[src/rtl/oam_dma.sv]
// Sprite-memory DMA engine: snoops a CPU write to REG_ADDR, halts the CPU and
// copies the 256-byte page {page,8'h00..8'hFF} to DEST_ADDR, one byte per READ/WRITE pair.
module oam_dma #(
    parameter logic [15:0] REG_ADDR  = 16'h4014,
    parameter logic [15:0] DEST_ADDR = 16'h2004
) (
    input  logic        clk,
    input  logic        n_reset,
    input  logic [15:0] cpu_addr,
    input  logic [7:0]  cpu_data,
    input  logic        cpu_rw,
    input  logic        cpu_halted,
    input  logic [7:0]  bus_rdata,
    output logic        rdy,
    output logic        dma_en,
    output logic [15:0] dma_addr,
    output logic        dma_rw,
    output logic [7:0]  dma_wdata
);

    typedef enum logic [2:0] {
        IDLE,
        HALT,
        ALIGN,
        READ,
        WRITE
    } state_t;

    state_t     state;
    state_t     state_nxt;
    logic [7:0] page;
    logic [7:0] idx;
    logic [7:0] data_q;
    logic       parity;
    logic       trigger;

    // Snooping only happens in IDLE, so the block's own bus cycles can never re-trigger it.
    assign trigger = (state == IDLE) && !cpu_rw && (cpu_addr == REG_ADDR);

    always_ff @(posedge clk or negedge n_reset) begin
        if (!n_reset) begin
            state  <= IDLE;
            page   <= '0;
            idx    <= '0;
            data_q <= '0;
            parity <= 1'b0;
        end else begin
            state  <= state_nxt;
            parity <= ~parity;
            if (trigger) begin
                page <= cpu_data;
            end
            if (state == READ) begin
                data_q <= bus_rdata;
            end
            // 8-bit increment wraps FF -> 00 on the final WRITE.
            if (state == WRITE) begin
                idx <= idx + 8'd1;
            end
        end
    end

    always_comb begin
        state_nxt = state;
        rdy       = 1'b0;
        dma_en    = 1'b0;
        dma_rw    = 1'b1;
        dma_addr  = '0;
        dma_wdata = '0;
        unique case (state)
            IDLE: begin
                rdy = 1'b1;
                if (trigger) begin
                    state_nxt = HALT;
                end
            end
            HALT: begin
                if (cpu_halted) begin
                    state_nxt = parity ? READ : ALIGN;
                end
            end
            ALIGN: begin
                dma_en    = 1'b1;
                dma_addr  = {page, idx};
                state_nxt = READ;
            end
            READ: begin
                dma_en    = 1'b1;
                dma_addr  = {page, idx};
                state_nxt = WRITE;
            end
            WRITE: begin
                dma_en    = 1'b1;
                dma_rw    = 1'b0;
                dma_addr  = DEST_ADDR;
                dma_wdata = data_q;
                state_nxt = (idx == 8'hFF) ? IDLE : READ;
            end
            default: begin
                state_nxt = IDLE;
            end
        endcase
    end

endmodule
[config.mk]
export PLATFORM = sky130hd
export DESIGN_NAME = oam_dma
export DESIGN_NICKNAME = d
export VERILOG_FILES = /design/src/rtl/oam_dma.sv
export SDC_FILE = /design/constraint.sdc
export NUM_CORES = 1
export LEC_CHECK = 0
export BUFFER_PORTS_ARGS = -buffer_cell sky130_fd_sc_hd__clkbuf_2
export CORE_MARGIN = 4
export CORE_UTILIZATION = 45
export DETAILED_ROUTE_END_ITERATION = 10
export GPL_TIMING_DRIVEN = 0
export HOLD_SLACK_MARGIN = 0.1
export PLACE_DENSITY = 0.84
export RECOVER_POWER = 25
export REMOVE_ABC_BUFFERS = 1
export SLEW_MARGIN = 20
export SYNTH_ARGS = -nofsm -noshare
export SYNTH_HDL_FRONTEND = slang
export SYNTH_SLANG_ARGS = --single-unit
[constraint.sdc]
create_clock -name clk -period 2 [get_ports clk]
set_input_delay 0.2 -clock clk [delete_from_list [all_inputs] [get_ports clk]]
set_output_delay 0.2 -clock clk [all_outputs]
set_load 0.02 [all_outputs]
# --- Word level (Yosys, flattened, before mapping) ---
# Cells that the tools add are included.
word_totals:
  output_inout_bits: 27
  regBits: 28
op_classes:
  addsub: 1
  muxes: 10
  reduce_logical: 7
  eq_ne: 8
  bitwise: 1
ops:
  columns: ["op", "n"]
  rows:
  - ["$pmux W16 S2", 1]
  - ["$eq A16 B15 Y1 const B", 1]
  - ["$pmux W3 S5", 1]
  - ["$add A8 B1 Y8 const B", 1]
  - ["$eq A8 B8 Y1 const B", 1]
  - ["$mux W8", 1]
  - ["$eq A3 B2 Y1 const B", 2]
  - ["$mux W3", 2]
  - ["$mux W1", 4]
  - ["$ne A2 B2 Y1 const B", 2]
  - ["$eq A3 B1 Y1 const B", 1]
  - ["$eq A3 B3 Y1 const B", 1]
  - ["$logic_not A3 Y1", 1]
  - ["$reduce_or A3 Y1", 1]
  - ["$logic_and A1 B1 Y1", 2]
  - ["$mux W2", 1]
  - ["$reduce_and A2 Y1", 1]
  - ["$reduce_or A2 Y1", 1]
  - ["$logic_not A1 Y1", 1]
  - ["$not A1 Y1", 1]

# --- Longest topological paths before layout ---
depth:
  depth_word: 5
  ltp_mapped: 5
  mapped_depth_nobuf: 5

# --- Least setup slack after synthesis ---
# No wires, ideal clock.
synth_timing:
  path_kind: "reg2reg"
  from: "register state[0]"
  to: "register page[0]"
  required_ps: 1875
  path_buffers: 1
  t_arrival_ps: 2037
  slack_ps: -162
  synth_period_minus_slack_ps: 2162
  path_stages_with_launch: 6
  path_cell_list: "dfrtp_1 clkbuf_1 nor3_1 nand4_1 nor4_4 mux2_2"
synth_via:
  elab_chain_cells: 3
synth_rtl:
  columns: ["item", "line_no", "source"]
  rows:
  - ["start: declaration", "29", "state_t state;"]
  - ["start signal: assignment", "48", "state <= state_nxt;"]
  - ["$logic_not A3 Y1", "38", "assign trigger = (state == IDLE) && !cpu_rw && (cpu_addr == REG_ADDR);"]
  - ["$logic_and A1 B1 Y1 (2 in a row)", "38", null]
  - ["end signal: assignment", "51", "page <= cpu_data;"]
  - ["end: declaration", "31", "logic [7:0] page;"]
# No other way between the ends.
# A chain may end at the register's enable or synchronous reset.

# --- Worst setup path in the final report ---
layout_timing:
  from: "register state[1]"
  to: "register page[5]"
# The elaborated chain is that of the path after synthesis.

==> reports/metrics.cfg <==
[critical_path]
crit_fanout=9
required_ns=2.20
cp.arrival_ns=2.07
crit_chain=nor3_1, nand4_1, nor4_4, buf_4, mux2_2
endpoint_kind=register
cp-start-kind=register
critical_path_class=register to register
worst_path_max_delay_cell=dfrtp_1
slowest_delay_ns=0.48

[timing]
finalClockSkew_ns=0.0109
fmax_mhz=537
slew_viol_final=0
slew_headroom_pct=2.20
final_hold_viol_count=0
finalCritPeriodShare_pct=93.1
tightest_slew_ns=1.47
rsz0062_at_grt=no
setup-tns-final_ns=0
period_minus_slack_ns=1.86
finalSetupViolCount=0

[die]
dieHeight_um=62.6
die_w_um=62.6
die_area_um2=3920
initial_core_util_pct=47.9
pin_count=63
rows=19
core_region_area_um2=2810

[clock_tree]
cts_max_path_buffers=2
clk_latency_ns=0.31
cts_tree=built
cts_root_buffer=clkbuf_4
numCtsBuffers=3
htreeDepth=1
clock_sinks=28
clk_pin_slew_worst_paths_ns=0.13

[yosys]
yosysSeqAreaShare_pct=52.2
syn_area_per_cell_um2=11.7
synth_edf_count=0
syn_area_um2=1340
synth_top_area_cell=dfrtp_1
synthCells=115
synth_top_flop_cell=dfrtp_1
yosys-top-cells-count=28 x dfrtp_1, 22 x and2_1, 18 x mux2_2
ys_ff_latch=28
yosys.area.top_type_share_pct=52.2
ys_async_sr_fraction_pct=100
yosys_warnings=0
netlist_top_cells_area=dfrtp_1 52%, mux2_2 15%, and2_1 10%
synth.distinct_cells=24
synth_most_common_cell=dfrtp_1

[routing]
post_drt_wl_per_cell_um=13.7
drt_iter0_markers=22
wirelength_mm=3.07
drc=0
via_per_inst=4.95
drt_pass1_iterations=4
num_vias=1104
ant_nets=0

[grt]
antenna_found_initial=0
grt.total_usage_pct=16.0
first_global_vias=1175
grt_max_degree=29
grt_pass1_wl_mm=5.04
grt-ovfl-total=0

[layout]
areaGrowthSynthToFinish_pct=39.2
n_antenna_cell=0
fin_nets=231
design_area_um2=1870
drive_gt1_share_pct=47.4

[pwr]
ir_drop_uv=392
power_leakage_uw=0.00101
power.total_uw=872
power_density_nw_per_um2=466

[min_path]
hold_class=primary input to register

[place]
hpwl_mm=2.27
place_congestion=0.767
place_area_um2=1680
io_buffer_count=62

[run_status]
outcome=finished, final reports clean

[run]
max_cap_viol_count=0

per-layer routing:
layer | up-vias | track usage, % | wire length (µm)
li1 | 542 | - | -
met1 | 517 | 17.5 | 1290
met2 | 43 | 30.6 | 1560
met3 | 2 | 3.42 | 200
met4 | 0 | 4.96 | 13
met5 | - | 0 | 0
power by group:
| part | internal (µW) | leakage (µW) | switching [µW] |
|---|---|---|---|
| sequential | 574 | 0.000349 | 3.48 |
| clock | 70.4 | 0.0000138 | 147 |
| combinational | 49.1 | 0.000646 | 27.7 |
state kept, by name (all words and copies together), names as in the netlist:
register  count
data_q        8
idx           8
page          8
state         3
parity        1
kinds of logic (layout without fill, tap and decap cells):
family,Yosys count,after routing,synth area share (%)
AND/OR/NAND/NOR,49,49,22.6
buffers and inverters,7,84,1.96
AO/OA/AOI/OAI,5,5,2.61
XOR/XNOR,7,7,4.57
adder cells (fa/ha/maj),1,1,0.932
multiplexers,18,18,15.1
flip-flops,28,28,52.2
stage by stage:
stage                     hold slack, ns  setup slack (ns)  utilization [%]  std cells
after global routing               0.101            0.0528             66.6        223
after detailed placement           0.265            -0.289             59.9        204
after floorplan                  -0.0956            -0.122                -        111
after CTS                          0.103           0.00948             62.8        212
after global placement             0.251            -0.307             59.8        204
final                              0.121             0.138             66.6        223
placed cells by master, fill, tap and decap left out, drive strengths merged, types with 2 or more instances in the layout:
master / instances
and2: 22
buf: 3
clkbuf: 65
dfrtp: 28
dlygate4sd3: 13
inv: 3
mux2: 18
nand2: 9
nand4: 4
nor2: 2
nor2b: 2
nor3b: 2
nor4: 2
o21ai: 3
xnor2: 4
xor2: 3
repair_timing:
item / CTS / global route
endpoints found under the setup margin: 34 / 8
setup buffers: 2 / 1
resized for setup: 3 / 0
pin swaps: 1 / 1
hold buffers: 3 / 10
hold endpoints to repair: 30 / 10
final timing paths:
path,end,cells after the start,startpoint,slack (ns)
min in group asynchronous,page[2],2,n_reset,0.76
setup reg to reg,page[5],5,state[1],0.14
hold reg to reg,parity,1,parity,0.44
hold / removal,page[1],2,cpu_data[1],0.12
setup / recovery,page[5],5,state[1],0.14
max in group asynchronous,state[0],2,n_reset,0.38
worst max-delay path: cells and delay by family (launching register included):
family	cells	cell delay [ns]
and+or+nand+nor	3	0.72
muxes	1	0.35
DFF	1	0.48
buffers and inverters	1	0.21
final cells by class:
type                       count  area (µm²)
inverter                       3        11.3
clock buffer                   3        22.5
multi-input combinational     80         634
timing repair buffer          78         462
fill                         217         936
sequential                    28         701
tap                           31        38.8
Note: power is estimated with default switching activity, not from simulation.
